===== src/rtl/vector_lane_dispatcher.sv =====
// ---------------------------------------------------------------------------------------------
// vector_lane_dispatcher
//
// Initiator side of the lane op/start/done protocol. One vector command is accepted at a time
// over a valid/ready port. Its opcode, scalar operand and per-lane write data are captured and
// broadcast to every lane. A single-cycle start pulse follows. The block then waits until every
// lane has reported done; a lane may report on any cycle, and its done is remembered. For the
// read opcode, full rows of lane read data are gathered into a vlen_p-element buffer while the
// lanes work. The buffer is then streamed out in element order over a valid/ready/last port.
// A one-cycle cmd_done_o pulse marks the end of every command.
//
// Ports
//   clk_i          clock, single domain
//   reset_n_i      asynchronous active-low reset; the lanes must share this reset source
//   cmd_v_i        command valid
//   cmd_ready_o    command ready, high only while idle
//   cmd_op_i       opcode (4'b1000 read, 4'b1111 fma, 4'b1001 external write)
//   cmd_scalar_i   scalar operand
//   cmd_w_data_i   per-lane write data, lane i at [i*vdw_p +: vdw_p]
//   cmd_done_o     one-cycle pulse when the command has fully completed
//   lane_op_o      opcode to all lanes, held from accept through completion
//   lane_start_o   one-cycle start pulse to all lanes
//   lane_scalar_o  scalar to all lanes, held like lane_op_o
//   lane_w_data_o  per-lane write data, held like lane_op_o
//   lane_done_i    per-lane done
//   lane_v_i       per-lane read-data valid
//   lane_r_data_i  per-lane read data, lane i at [i*vdw_p +: vdw_p]
//   rd_v_o         read stream valid
//   rd_ready_i     read stream ready
//   rd_data_o      read stream element
//   rd_last_o      high together with element vlen_p-1
// ---------------------------------------------------------------------------------------------
module vector_lane_dispatcher #(
    parameter int unsigned vlen_p     = 8,
    parameter int unsigned vdw_p      = 8,
    parameter int unsigned lanes_p    = 4,
    parameter int unsigned op_width_p = 4
) (
    input  logic                       clk_i,
    input  logic                       reset_n_i,

    input  logic                       cmd_v_i,
    output logic                       cmd_ready_o,
    input  logic [op_width_p-1:0]      cmd_op_i,
    input  logic [vdw_p-1:0]           cmd_scalar_i,
    input  logic [lanes_p*vdw_p-1:0]   cmd_w_data_i,
    output logic                       cmd_done_o,

    output logic [op_width_p-1:0]      lane_op_o,
    output logic                       lane_start_o,
    output logic [vdw_p-1:0]           lane_scalar_o,
    output logic [lanes_p*vdw_p-1:0]   lane_w_data_o,
    input  logic [lanes_p-1:0]         lane_done_i,
    input  logic [lanes_p-1:0]         lane_v_i,
    input  logic [lanes_p*vdw_p-1:0]   lane_r_data_i,

    output logic                       rd_v_o,
    input  logic                       rd_ready_i,
    output logic [vdw_p-1:0]           rd_data_o,
    output logic                       rd_last_o
);

    // -----------------------------------------------------------------------------------------
    // Derived sizes
    // -----------------------------------------------------------------------------------------
    localparam int unsigned NumRows = vlen_p / lanes_p;
    localparam int unsigned RowW    = (NumRows > 1) ? $clog2(NumRows) : 1;
    localparam int unsigned IdxW    = (vlen_p > 1) ? $clog2(vlen_p) : 1;

    localparam logic [op_width_p-1:0] OpRead  = op_width_p'(4'b1000);
    localparam logic [RowW-1:0]       RowMax  = RowW'(NumRows - 1);
    localparam logic [IdxW-1:0]       IdxLast = IdxW'(vlen_p - 1);

    typedef enum logic [2:0] {
        StIdle,
        StIssue,
        StBusy,
        StDrain,
        StDone
    } state_e;

    // -----------------------------------------------------------------------------------------
    // State
    // -----------------------------------------------------------------------------------------
    state_e                     state_q, state_d;
    logic [op_width_p-1:0]      op_q, op_d;
    logic [vdw_p-1:0]           scalar_q, scalar_d;
    logic [lanes_p*vdw_p-1:0]   w_data_q, w_data_d;
    logic [lanes_p-1:0]         mask_q, mask_d;
    logic [RowW-1:0]            row_q, row_d;
    logic [IdxW-1:0]            idx_q, idx_d;
    logic [vdw_p-1:0]           rbuf_q [vlen_p];
    logic [vdw_p-1:0]           rbuf_d [vlen_p];

    // Done mask including this cycle's reports; exit is decided on this so a lane finishing
    // on the final cycle does not cost an extra cycle.
    logic [lanes_p-1:0]         mask_all;
    logic                       is_read;
    logic                       row_full;
    logic [IdxW-1:0]            row_base;

    assign mask_all = mask_q | lane_done_i;
    assign is_read  = (op_q == OpRead);
    // Only a row where every lane presents data is captured.
    assign row_full = &lane_v_i;
    assign row_base = IdxW'(lanes_p) * IdxW'(row_q);

    // -----------------------------------------------------------------------------------------
    // Next-state logic
    // -----------------------------------------------------------------------------------------
    always_comb begin
        state_d  = state_q;
        op_d     = op_q;
        scalar_d = scalar_q;
        w_data_d = w_data_q;
        mask_d   = mask_q;
        row_d    = row_q;
        idx_d    = idx_q;
        rbuf_d   = rbuf_q;

        case (state_q)
            StIdle: begin
                if (cmd_v_i) begin
                    state_d  = StIssue;
                    op_d     = cmd_op_i;
                    scalar_d = cmd_scalar_i;
                    w_data_d = cmd_w_data_i;
                    mask_d   = '0;
                    row_d    = '0;
                    idx_d    = '0;
                end
            end

            // Lanes see the start pulse here; their inputs are not yet meaningful.
            StIssue: begin
                state_d = StBusy;
            end

            StBusy: begin
                mask_d = mask_all;
                if (is_read && row_full) begin
                    for (int unsigned i = 0; i < lanes_p; i++) begin
                        rbuf_d[row_base + IdxW'(i)] = lane_r_data_i[i*vdw_p +: vdw_p];
                    end
                    // Extra rows beyond the last overwrite the last row.
                    if (row_q != RowMax) begin
                        row_d = row_q + RowW'(1);
                    end
                end
                if (&mask_all) begin
                    state_d = is_read ? StDrain : StDone;
                end
            end

            StDrain: begin
                if (rd_ready_i) begin
                    if (idx_q == IdxLast) begin
                        state_d = StDone;
                    end else begin
                        idx_d = idx_q + IdxW'(1);
                    end
                end
            end

            StDone: begin
                state_d = StIdle;
            end

            default: begin
                state_d = StIdle;
            end
        endcase
    end

    // -----------------------------------------------------------------------------------------
    // Registers
    // -----------------------------------------------------------------------------------------
    always_ff @(posedge clk_i or negedge reset_n_i) begin
        if (!reset_n_i) begin
            state_q  <= StIdle;
            op_q     <= '0;
            scalar_q <= '0;
            w_data_q <= '0;
            mask_q   <= '0;
            row_q    <= '0;
            idx_q    <= '0;
            for (int unsigned e = 0; e < vlen_p; e++) begin
                rbuf_q[e] <= '0;
            end
        end else begin
            state_q  <= state_d;
            op_q     <= op_d;
            scalar_q <= scalar_d;
            w_data_q <= w_data_d;
            mask_q   <= mask_d;
            row_q    <= row_d;
            idx_q    <= idx_d;
            for (int unsigned e = 0; e < vlen_p; e++) begin
                rbuf_q[e] <= rbuf_d[e];
            end
        end
    end

    // -----------------------------------------------------------------------------------------
    // Outputs, all decoded from registered state only
    // -----------------------------------------------------------------------------------------
    assign cmd_ready_o   = (state_q == StIdle);
    assign lane_start_o  = (state_q == StIssue);
    assign cmd_done_o    = (state_q == StDone);
    assign lane_op_o     = op_q;
    assign lane_scalar_o = scalar_q;
    assign lane_w_data_o = w_data_q;

    assign rd_v_o        = (state_q == StDrain);
    assign rd_data_o     = rbuf_q[idx_q];
    assign rd_last_o     = (idx_q == IdxLast);

endmodule


===== config.mk =====
export PLATFORM = sky130hd
export DESIGN_NAME = vector_lane_dispatcher
export DESIGN_NICKNAME = d
export VERILOG_FILES = /design/src/rtl/vector_lane_dispatcher.sv
export SDC_FILE = /design/constraint.sdc
export NUM_CORES = 1
export LEC_CHECK = 0
export CORE_MARGIN = 2
export CORE_UTILIZATION = 53
export CTS_BUF_LIST = sky130_fd_sc_hd__clkbuf_4
export CTS_CLUSTER_DIAMETER = 40
export DETAILED_ROUTE_END_ITERATION = 10
export HOLD_SLACK_MARGIN = 0.1
export PLACE_DENSITY = 0.87
export SLEW_MARGIN = 20
export SYNTH_ARGS = -nofsm -noshare
export SYNTH_HDL_FRONTEND = slang
export SYNTH_SLANG_ARGS = --single-unit

===== constraint.sdc =====
create_clock -name clk_i -period 4.9 [get_ports clk_i]
set_input_delay 0.49 -clock clk_i [delete_from_list [all_inputs] [get_ports clk_i]]
set_output_delay 0.49 -clock clk_i [all_outputs]
set_load 0.005 [all_outputs]

==> PnR_summary.wiki, run 1 <==
{| class="wikitable"
! Metric !! Value
|-
| IR drop worst, VDD || 378 uV
|-
| Warning count from the yosys run || 0
|-
| Largest area contributor in the synthesized netlist || sky130_fd_sc_hd__dfrtp_1
|-
| Total number of vias || 3340
|-
| Worst rel slew slack || 29.8%
|-
| Final Non-Filler Cells || 626
|-
| Max_cap viols || 0
|-
| Synth-to-Final Area Change || 35.2%
|-
| Transition time at the pin with the least slew margin || 1.05 ns
|-
| Number of port buffers || 144
|-
| Number of antenna violations at the first check in global routing || 0
|-
| Portion of synthesized cell area occupied by the leading cell type || 57.5%
|-
| Via density || 5.34
|-
| Die outline width || 103 um
|-
| Final Instance Area || 7010 um2
|-
| Placer's final routability congestion estimate || 0.770
|-
| Combinational family with the most area after synthesis || multiplexers
|-
| Global-route wire length before repair || 18.0 mm
|-
| Cts repair resizes || 0
|-
| Average wire per standard cell || 18.0 um
|-
| Final setup violation count || 0
|-
| Hold Vio Cnt, Final || 0
|-
| Total nets after synthesis || 425
|-
| Total die area || 10600 um2
|-
| Post-synthesis cell type count || 35
|-
| Yosys reg bits || 119
|-
| Number of global-route vias before repair || 3712
|-
| Shortest clock period the worst path allows after layout || 2.96 ns
|-
| Largest clock skew in the final design || 0.0189 ns
|-
| Req. time, crit path || 4.41 ns
|-
| Total number of nets in the final design || 570
|-
| Critical-path maximum fanout || 19
|-
| Clock-pin slew reported for the worst setup and hold paths after clock tree synthesis || 0.11 ns
|-
| Initial core utilization || 53.8%
|-
| Number of iterations in the first detailed-routing pass || 4
|-
| Ant diodes || 0
|-
| Leak Pwr || 3.19 nW
|-
| Placed instance area || 6700 um2
|-
| Clock sink total || 119
|-
| Kind of start point of the critical path || flip-flop
|-
| Most common flop cell mapped by yosys || sky130_fd_sc_hd__dfrtp_1
|-
| Aggregate global routing overflow || 0
|-
| Compound-gate portion of the synthesized area || 1.26%
|-
| Final wirelength || 11.3 mm
|-
| Total Power Consumption || 0.00335 W
|-
| Number of synthesized flops with an enable pin || 0
|-
| Outcome || complete, no violations
|-
| Worst hold-check path type || flip-flop to flip-flop
|-
| Sum of negative setup slack || 0 ns
|-
| Initial drt markers || 117
|-
| Total standard cell area after synthesis || 5180 um2
|-
| Achievable Freq || 338 MHz
|-
| Area share of fa/ha/maj cells after synthesis || 0.483%
|-
| Final worst path period share || 60.4%
|-
| Syn_area_per_cell || 15.5 um2
|-
| Cell row count || 36
|-
| H-tree depth || 4
|-
| Root cell of the clock tree || sky130_fd_sc_hd__clkbuf_4
|-
| Sequential cell area || 2980 um2
|-
| Critical Path AT || 2.47 ns
|-
| Filler Cells Inserted || 645
|-
| Asr flop ratio synth || 100%
|-
| Post-route ant nets || 0
|-
| Final-report max-slew violation count || 0
|-
| Vertical die dimension || 103 um
|-
| Areal power density over the cells || 479 nW/um2
|-
| Proportion of layout cells with a drive suffix above 1 || 32.9%
|-
| Gate count of the mapped netlist || 335
|-
| Largest net degree at the start of global routing || 70
|-
| Synth Area in XOR/XNOR || 0%
|-
| Clock insertion delay at the later pin of the skew report || 0.50 ns
|-
| Sequential area share after synthesis || 57.5%
|-
| Critical path endpoint category || output port
|-
| Number of instances in the placed design || 593
|-
| Setup repair after global routing missed its margin || false
|-
| Final HPWL DP || 7.87 mm
|-
| CTS tree || yes
|-
| Type of the worst setup path || flip-flop to output port
|-
| Number of buffers on the longest clock path || 2
|-
| Number of buffers inserted during clock tree synthesis || 17
|-
| Area of the multi-input gates || 2090 um2
|-
| Post-detailed-route DRC marker count || 0
|-
| Overall global routing resource usage || 23.0%
|-
| I/O pin count || 145
|-
| Simple-Gate Fraction of Synth Area || 5.14%
|-
| Most area-consuming cells after synthesis || sky130_fd_sc_hd__dfrtp_1, sky130_fd_sc_hd__mux2_2, sky130_fd_sc_hd__mux2_4
|-
| Core area || 9640 um2
|-
| Mux contribution to synthesized area || 33.2%
|}
==> Yosys cell counts, types with 2 or more instances <==
| cell type | n |
|---|---|
| sky130_fd_sc_hd__dfrtp_1 | 119 |
| sky130_fd_sc_hd__mux2_2 | 77 |
| sky130_fd_sc_hd__mux2_4 | 30 |
| sky130_fd_sc_hd__nand2_1 | 28 |
| sky130_fd_sc_hd__mux4_2 | 16 |
| sky130_fd_sc_hd__clkbuf_1 | 8 |
| sky130_fd_sc_hd__nor2_1 | 6 |
| sky130_fd_sc_hd__a21oi_1 | 5 |
| sky130_fd_sc_hd__buf_2 | 5 |
| sky130_fd_sc_hd__buf_1 | 4 |
| sky130_fd_sc_hd__buf_6 | 3 |
| sky130_fd_sc_hd__inv_1 | 3 |
| sky130_fd_sc_hd__nor3_1 | 3 |
| sky130_fd_sc_hd__ha_1 | 2 |
| sky130_fd_sc_hd__mux2_1 | 2 |
| sky130_fd_sc_hd__mux2i_1 | 2 |
| sky130_fd_sc_hd__nor3b_1 | 2 |
| sky130_fd_sc_hd__nor4_1 | 2 |
| sky130_fd_sc_hd__o22ai_1 | 2 |
==> per-layer routing <==
| metal | part of all wire (%) | vias to the layer above | GRT usage [%] |
|---|---|---|---|
| met5 | 0 | - | 0 |
| li1 | - | 1508 | - |
| met2 | 50 | 131 | 37.1 |
| met1 | 39 | 1687 | 26.4 |
| met3 | 10 | 14 | 12.7 |
| met4 | 1.3 | 0 | 6.98 |
==> stage by stage <==
step	worst slack (ns)	util, %	hold WS (ns)
after global routing	1.73	72.7	0.507
final	1.94	72.7	0.495
after CTS	1.46	72.7	0.499
after global placement	2.06	69.5	0.466
after detailed placement	2.00	69.5	0.473
after floorplan	2.63	-	0.194
==> report_power, final <==
part | internal [W] | leakage, nW | total, W | switching (W)
registers | 0.00126 | 1.54 | 0.00149 | 0.000221
logic | 0.000787 | 1.48 | 0.00114 | 0.000357
clock network | 0.000356 | 0.165 | 0.000724 | 0.000368
total | 0.00241 | 3.19 | 0.00335 | 0.000947
==> state kept, by name, summed over array words and instances, names as in the netlist <==
name,flops
lane_scalar_o,8
lane_w_data_o,32
state_q,3
lane_op_o,4
mask_q,4
row_q,1
rbuf_q,64
idx_q,3
==> path summary, 6_finish.rpt <==
path                               from           end  slack, ns  cells after the start
max                            idx_q[0]  rd_data_o[1]       1.94                      4
min                          rbuf_q[47]    rbuf_q[47]       0.50                      1
max reg2reg                lane_op_o[1]    rbuf_q[16]       2.13                      3
min reg2reg                  rbuf_q[47]    rbuf_q[47]       0.50                      1
max in group asynchronous     reset_n_i      idx_q[0]       3.09                      3
min in group asynchronous     reset_n_i    rbuf_q[23]       0.63                      2
==> worst max-delay path, stage by stage, from the launching register on <==
cell and delay, ns:
sky130_fd_sc_hd__dfrtp_2 0.78, sky130_fd_sc_hd__mux4_2 0.58, sky130_fd_sc_hd__nand2_1 0.08, sky130_fd_sc_hd__nand2_1 0.08, sky130_fd_sc_hd__clkdlybuf4s50_1 0.45
==> timing repair <==
item / in CTS / in global routing
setup buffers: 0 / 0
hold buffers: 1 / 0
hold endpoints to repair: 21 / 0
==> cells by family (layout without fill, tap and decap cells) <==
logic type / Yosys count / count (layout)
flops: 119 / 119
fa+ha+maj: 2 / 2
compound gates: 10 / 10
buf+inv: 25 / 183
mux: 127 / 127
simple gates: 52 / 52
==> layout by cell type, fill, tap and decap left out, types with 3 or more instances in the layout <==
cell                              instances
sky130_fd_sc_hd__clkinv_4                 3
sky130_fd_sc_hd__clkdlybuf4s50_1        143
sky130_fd_sc_hd__dfrtp_1                118
sky130_fd_sc_hd__nor2_1                   6
sky130_fd_sc_hd__a21oi_1                  5
sky130_fd_sc_hd__clkinv_2                 5
sky130_fd_sc_hd__clkbuf_4                18
sky130_fd_sc_hd__nor3_1                   3
sky130_fd_sc_hd__mux2_4                  30
sky130_fd_sc_hd__inv_1                    3
sky130_fd_sc_hd__mux4_2                  16
sky130_fd_sc_hd__nand2_1                 28
sky130_fd_sc_hd__buf_4                    3
sky130_fd_sc_hd__bufinv_16                3
sky130_fd_sc_hd__mux2_2                  77
sky130_fd_sc_hd__clkinv_1                 3
==> cell type report <==
cell class / count / area share (%)
flip-flops and latches: 119 / 42.5
inverters: 4 / 0.214
repair buffers: 147 / 20.9
clock buffers: 18 / 1.93
clock inverters: 14 / 2.25
multi-input cells: 191 / 29.8
well taps: 133 / 2.38
(Power assumes the default switching activity.)
==> run 2, diff against run 1 <==
--- a/config.mk
+++ b/config.mk
@@ -6,12 +6,12 @@
 export NUM_CORES = 1
 export LEC_CHECK = 0
 export CORE_MARGIN = 2
-export CORE_UTILIZATION = 53
+export CORE_UTILIZATION = 45
 export CTS_BUF_LIST = sky130_fd_sc_hd__clkbuf_4
 export CTS_CLUSTER_DIAMETER = 40
 export DETAILED_ROUTE_END_ITERATION = 10
 export HOLD_SLACK_MARGIN = 0.1
-export PLACE_DENSITY = 0.87
+export PLACE_DENSITY = 0.79
 export SLEW_MARGIN = 20
 export SYNTH_ARGS = -nofsm -noshare
 export SYNTH_HDL_FRONTEND = slang
==> constraint.sdc (replaced) <==
create_clock -name clk_i -period 2.55 [get_ports clk_i]
set_input_delay 0.255 -clock clk_i [delete_from_list [all_inputs] [get_ports clk_i]]
set_output_delay 0.255 -clock clk_i [all_outputs]
set_load 0.005 [all_outputs]
==> PnR_summary.wiki, run 2 (synthesis gave the netlist of run 1 again) <==
{| class="wikitable"
! Metric !! Value
|-
| I/O pin count || 145
|-
| Max FFs per register || 64
|-
| Number of global-route vias before repair || 3849
|-
| Via density || 5.24
|-
| Aggregate global routing overflow || 0
|-
| IR drop worst, VDD || 598 uV
|-
| CTS tree || yes
|-
| Type of the worst setup path || flip-flop to output port
|-
| Total Power Consumption || 0.00642 W
|-
| Outcome || complete, no violations
|-
| R2R cell count || 4
|-
| Filler Cells Inserted || 854
|-
| Worst rel slew slack || 54.0%
|-
| Most frequent cells in the layout || sky130_fd_sc_hd__clkdlybuf4s50_1, sky130_fd_sc_hd__dfrtp_1, sky130_fd_sc_hd__mux2_2
|-
| Proportion of layout cells with a drive suffix above 1 || 33.8%
|-
| Initial drt markers || 79
|-
| Cell at the slowest stage of the critical path || sky130_fd_sc_hd__mux4_2
|-
| Leak Pwr || 3.31 nW
|-
| Core area || 11300 um2
|-
| Largest clock skew in the final design || 0.0133 ns
|-
| Clock sink total || 119
|-
| Number of antenna violations at the first check in global routing || 0
|-
| Cell type with the highest occurrence count on the critical path || sky130_fd_sc_hd__nand2_1
|-
| Cell row count || 39
|-
| Met2 wire length || 5.99 mm
|-
| Achievable Freq || 418 MHz
|-
| Areal power density over the cells || 901 nW/um2
|-
| Post-detailed-route DRC marker count || 0
|-
| Clock insertion delay at the later pin of the skew report || 0.52 ns
|-
| Kind of start point of the critical path || flip-flop
|-
| Placed instance area || 6830 um2
|-
| Final-report max-slew violation count || 0
|-
| Final HPWL DP || 8.33 mm
|-
| Final setup violation count || 0
|-
| Total number of nets in the final design || 583
|-
| Length of routed met3 wiring || 1.26 mm
|-
| Transition time at the pin with the least slew margin || 0.690 ns
|-
| Final Instance Area || 7130 um2
|-
| Overall global routing resource usage || 20.6%
|-
| Largest net degree at the start of global routing || 54
|-
| Die outline width || 111 um
|-
| Critical path's largest stage delay || 0.48 ns
|-
| Vertical die dimension || 111 um
|-
| Chain of cells forming the critical path || buf_4, buf_12, mux4_2, nand2_1, nand2_1, dlygate4sd2_1
|-
| Met1 wire length || 4.54 mm
|-
| Req. time, crit path || 2.30 ns
|-
| Part of the total power dissipated in sequential elements || 43.1%
|-
| Number of buffers inserted during clock tree synthesis || 17
|-
| Number of buffer and inverter instances along the worst setup path || 3
|-
| Placer's final routability congestion estimate || 0.800
|-
| Number of buffers on the longest clock path || 2
|-
| Leading cell type in the layout, fill and taps excluded || sky130_fd_sc_hd__clkdlybuf4s50_1
|-
| Number of port buffers || 144
|-
| Clock share of power || 17.4%
|-
| Slack of the worst reg-to-reg path || 0.18 ns
|-
| H-tree depth || 4
|-
| Final worst path period share || 93.8%
|-
| Clock-pin slew reported for the worst setup and hold paths after clock tree synthesis || 0.09 ns
|-
| Shortest clock period the worst path allows after layout || 2.39 ns
|-
| Top metal layer carrying routed signals || met4
|-
| Internal power consumption || 0.00457 W
|-
| Hold Vio Cnt, Final || 0
|-
| Worst hold-check path type || input pin to asynchronous set/reset pin
|-
| Proportion of total power due to net switching || 28.8%
|-
| Capture point of the worst path || rd_data_o[1]
|-
| Root cell of the clock tree || sky130_fd_sc_hd__clkbuf_4
|-
| Fin util || 63.0%
|-
| Most flop-heavy register || rbuf_q
|-
| Total number of vias || 3382
|-
| Critical Path AT || 2.14 ns
|-
| Number of iterations in the first detailed-routing pass || 4
|-
| Part of the power in combinational logic || 39.5%
|-
| Path length in cells of the critical path || 6
|-
| Initial core utilization || 45.8%
|-
| Worst setup path start || idx_q[0]
|-
| Family with the most delay on the worst path || buffers and inverters
|-
| Global-route wire length before repair || 19.5 mm
|-
| Critical-path maximum fanout || 5
|-
| Max_cap viols || 0
|-
| Critical path endpoint category || output port
|-
| Ant diodes || 0
|-
| Total die area || 12400 um2
|-
| Post-route ant nets || 0
|-
| Launching point of the worst reg2reg path || lane_op_o[2]
|-
| Net switching power || 0.00185 W
|-
| Final wirelength || 12.0 mm
|-
| Critical register-to-register path endpoint || rbuf_q[31]
|-
| Setup repair after global routing missed its margin || false
|-
| Average wire per standard cell || 18.6 um
|-
| Synth-to-Final Area Change || 37.6%
|}
## run 2: worst min-delay path by stage
stage | from | end | slack [ns] | cells after the start
6_report | reset_n_i | rbuf_q[28] | 0.32 | 2
5_1_grt | cmd_w_data_i[5] | lane_w_data_o[5] | 0.29 | 2
4_1_cts | cmd_w_data_i[17] | lane_w_data_o[17] | 0.29 | 2
3_5_place_dp | reset_n_i | rbuf_q[28] | 0.34 | 1
3_3_place_gp | reset_n_i | rbuf_q[28] | 0.33 | 1
2_1_floorplan | reset_n_i | idx_q[0] | -0.04 | 0
## run 2: timing repair
| action | in CTS | in global routing |
|---|---|---|
| endpoints found under the setup margin | 8 | 3 |
| cloned | 2 | 0 |
| hold buffers | 1 | 0 |
| buffers inserted | 5 | 0 |
| hold endpoints to repair | 51 | 0 |
| gates resized for setup | 10 | 5 |
## run 2: area by class of cell
cell class                      count  area, um2  area share (%)
Clock buffer                       20        150            2.11
Timing Repair Buffer              160       1650            23.1
Sequential cell                   119       2980            41.8
Multi-Input combinational cell    191       2090            29.3
Inverter                            4       16.3           0.228
Tap cell                          143        179            2.51
Clock inverter                      9       62.6           0.878
## run 2: power by group through the flow
stage	clock network [W]	logic, W	registers [W]
finish	0.00112	0.00254	0.00277
global route	0.00124	0.00272	0.00284
CTS	0.00116	0.00261	0.00277
floorplan	0	0.00111	0.00273
detailed placement	0	0.00243	0.00280
global placement	0	0.00239	0.00275
## run 2: per-stage QoR
stage                     hold WS [ns]  std cells  setup TNS (ns)  setup WS (ns)
after CTS                        0.292        647         -0.0277        -0.0167
after global routing             0.290        646               0         0.0378
after floorplan                -0.0406        335               0          0.385
final                            0.317        646               0          0.158
after detailed placement         0.340        610               0          0.200
after global placement           0.333        610               0          0.245
## run 2: metal layers
layer | GRT usage, % | up-vias
met3 | 10.6 | 21
li1 | - | 1528
met1 | 22.5 | 1697
met5 | 0 | -
met4 | 8.89 | 0
met2 | 33.9 | 136
==> run 3, diff against run 2 <==
--- a/config.mk
+++ b/config.mk
@@ -6,12 +6,13 @@
 export NUM_CORES = 1
 export LEC_CHECK = 0
 export CORE_MARGIN = 2
-export CORE_UTILIZATION = 45
+export CORE_UTILIZATION = 59
 export CTS_BUF_LIST = sky130_fd_sc_hd__clkbuf_4
 export CTS_CLUSTER_DIAMETER = 40
 export DETAILED_ROUTE_END_ITERATION = 10
+export DONT_BUFFER_PORTS = 1
 export HOLD_SLACK_MARGIN = 0.1
-export PLACE_DENSITY = 0.79
+export PLACE_DENSITY = 0.78
 export SLEW_MARGIN = 20
 export SYNTH_ARGS = -nofsm -noshare
 export SYNTH_HDL_FRONTEND = slang
==> PnR_summary.wiki, run 3 (synthesis gave the netlist of run 1 again) <==
{| class="wikitable"
! Metric !! Value
|-
| Final-report max-slew violation count || 0
|-
| Kind of start point of the critical path || flip-flop
|-
| Most frequent cells in the layout || sky130_fd_sc_hd__dfrtp_1, sky130_fd_sc_hd__dlygate4sd3_1, sky130_fd_sc_hd__mux2_2
|-
| Hold Vio Cnt, Final || 119
|-
| Worst rel slew slack || 61.9%
|-
| Vertical die dimension || 97.7 um
|-
| Outcome || finished, violations left
|-
| Transition time at the pin with the least slew margin || 0.563 ns
|-
| Number of iterations in the first detailed-routing pass || 5
|-
| Sum of negative setup slack || 0 ns
|-
| Placer's final routability congestion estimate || 0.776
|-
| Final HPWL DP || 6.63 mm
|-
| Synth-to-Final Area Change || 24.7%
|-
| Part of the total power dissipated in sequential elements || 49.8%
|-
| Initial core utilization || 60.0%
|-
| Proportion of layout cells with a drive suffix above 1 || 38.3%
|-
| Clock-pin slew reported for the worst setup and hold paths after clock tree synthesis || 0.13 ns
|-
| H-tree depth || 4
|-
| CTS tree || yes
|-
| Shortest clock period the worst path allows after layout || 2.44 ns
|-
| Total number of vias || 3160
|-
| Part of the power in combinational logic || 25.8%
|-
| Global-route wire length before repair || 18.4 mm
|-
| Post-detailed-route DRC marker count || 0
|-
| Leak Pwr || 3.01 nW
|-
| Leading cell type in the layout, fill and taps excluded || sky130_fd_sc_hd__dfrtp_1
|-
| Total number of nets in the final design || 516
|-
| Largest net degree at the start of global routing || 120
|-
| Area of the multi-input gates || 2090 um2
|-
| Max_cap viols || 0
|-
| Post-route ant nets || 0
|-
| Final Instance Area || 6460 um2
|-
| IR drop worst, VDD || 585 uV
|-
| Largest clock skew in the final design || 0.0237 ns
|-
| Final wirelength || 11.3 mm
|-
| Cell row count || 34
|-
| Type of the worst setup path || flip-flop to flip-flop
|-
| Proportion of total power due to net switching || 31.7%
|-
| Via density || 5.77
|-
| Sequential cell area || 2980 um2
|-
| Setup repair bufs after CTS || 0
|-
| Achievable Freq || 410 MHz
|-
| Total die area || 9550 um2
|-
| Req. time, crit path || 2.93 ns
|-
| Clock insertion delay at the later pin of the skew report || 0.51 ns
|-
| Final worst path period share || 95.6%
|-
| Net switching power || 0.00181 W
|-
| Worst hold margin || -0.570 ns
|-
| Overall global routing resource usage || 25.2%
|-
| Max FFs per register || 64
|-
| Internal power consumption || 0.00391 W
|-
| Critical Path AT || 2.82 ns
|-
| Failing checks || hold timing
|-
| Number of port buffers || 0
|-
| Number of antenna violations at the first check in global routing || 1
|-
| Aggregate global routing overflow || 0
|-
| Initial drt markers || 116
|-
| Hold_buf cts || 85
|-
| Core area || 8640 um2
|-
| Areal power density over the cells || 884 nW/um2
|-
| Most flop-heavy register || rbuf_q
|-
| Clock share of power || 24.3%
|-
| Critical-path maximum fanout || 32
|-
| Critical path endpoint category || flip-flop
|-
| Worst hold-check path type || input pin to asynchronous set/reset pin
|-
| R2R cell count || 4
|-
| Average wire per standard cell || 20.6 um
|-
| Number of buffers on the longest clock path || 2
|-
| Final setup violation count || 0
|-
| Die outline width || 97.7 um
|-
| Filler Cells Inserted || 535
|-
| Setup repair after global routing missed its margin || false
|-
| I/O pin count || 145
|-
| Number of buffers inserted during clock tree synthesis || 17
|-
| Number of global-route vias before repair || 3515
|-
| Placed instance area || 5310 um2
|-
| Clock sink total || 119
|-
| Cts repair resizes || 0
|-
| Root cell of the clock tree || sky130_fd_sc_hd__clkbuf_4
|}
run 3: changes by cell type in the layout (fill, tap and decap cells not counted), moves of 3 or more:
cell                              previous run  this run
sky130_fd_sc_hd__clkinvlp_4                  0         3
sky130_fd_sc_hd__dlygate4sd3_1               1        85
sky130_fd_sc_hd__clkdlybuf4s50_1           135         0
sky130_fd_sc_hd__buf_4                       8         5
sky130_fd_sc_hd__inv_6                       0         7
sky130_fd_sc_hd__clkbuf_4                   20        17
sky130_fd_sc_hd__dlygate4sd2_1               6         0
sky130_fd_sc_hd__clkinv_1                    6         1
run 3: final timing paths:
path,from,endpoint,slack (ns)
setup / recovery,lane_op_o[2],rbuf_q[9],0.11
hold / removal,reset_n_i,lane_w_data_o[29],-0.57
max in group asynchronous,reset_n_i,rbuf_q[33],2.98
setup reg to reg,lane_op_o[2],rbuf_q[9],0.11
min in group clk_i,cmd_v_i,idx_q[1],0.22
hold reg to reg,rbuf_q[47],rbuf_q[47],0.50
run 3: critical path: stages, from the launching register on:
cell and delay, ns:
sky130_fd_sc_hd__dfrtp_1 0.44, sky130_fd_sc_hd__or4b_4 0.61, sky130_fd_sc_hd__or4_2 0.70, sky130_fd_sc_hd__buf_12 0.23
sky130_fd_sc_hd__mux2_4 0.31
run 3: layout make-up:
cell class | count | area share, %
clock buffers | 17 | 1.98
flip-flops and latches | 119 | 46.1
repair buffers | 93 | 14.7
multi-input cells | 191 | 32.3
diodes | 1 | 0.0387
clock inverters | 15 | 2.58
well taps | 108 | 2.09
inverters | 4 | 0.232
run 3: power by group through the flow:
stage	combinational (W)	clock, W	sequential, W
2_1_floorplan	0.00111	0	0.00273
3_3_place_gp	0.00127	0	0.00285
3_5_place_dp	0.00133	0	0.00286
4_1_cts	0.00145	0.00141	0.00284
5_1_grt	0.00160	0.00152	0.00292
6_report	0.00148	0.00139	0.00285
run 3: stage by stage:
stage	utilization (%)	total power (W)	setup WS, ns	instances
floorplan	-	0.00385	0.385	335
global placement	61.5	0.00412	0.191	430
detailed placement	61.5	0.00419	0.157	430
CTS	74.8	0.00570	0.120	547
global route	74.8	0.00603	0.0600	548
finish	74.8	0.00571	0.113	548
run 3: routing by layer:
layer	up-vias	global-route usage, %	part of all wire, %
met5	-	0	0
met4	0	9.08	1.9
met3	20	9.42	6.9
met2	125	42.4	52
met1	1618	30.1	39
li1	1397	-	-
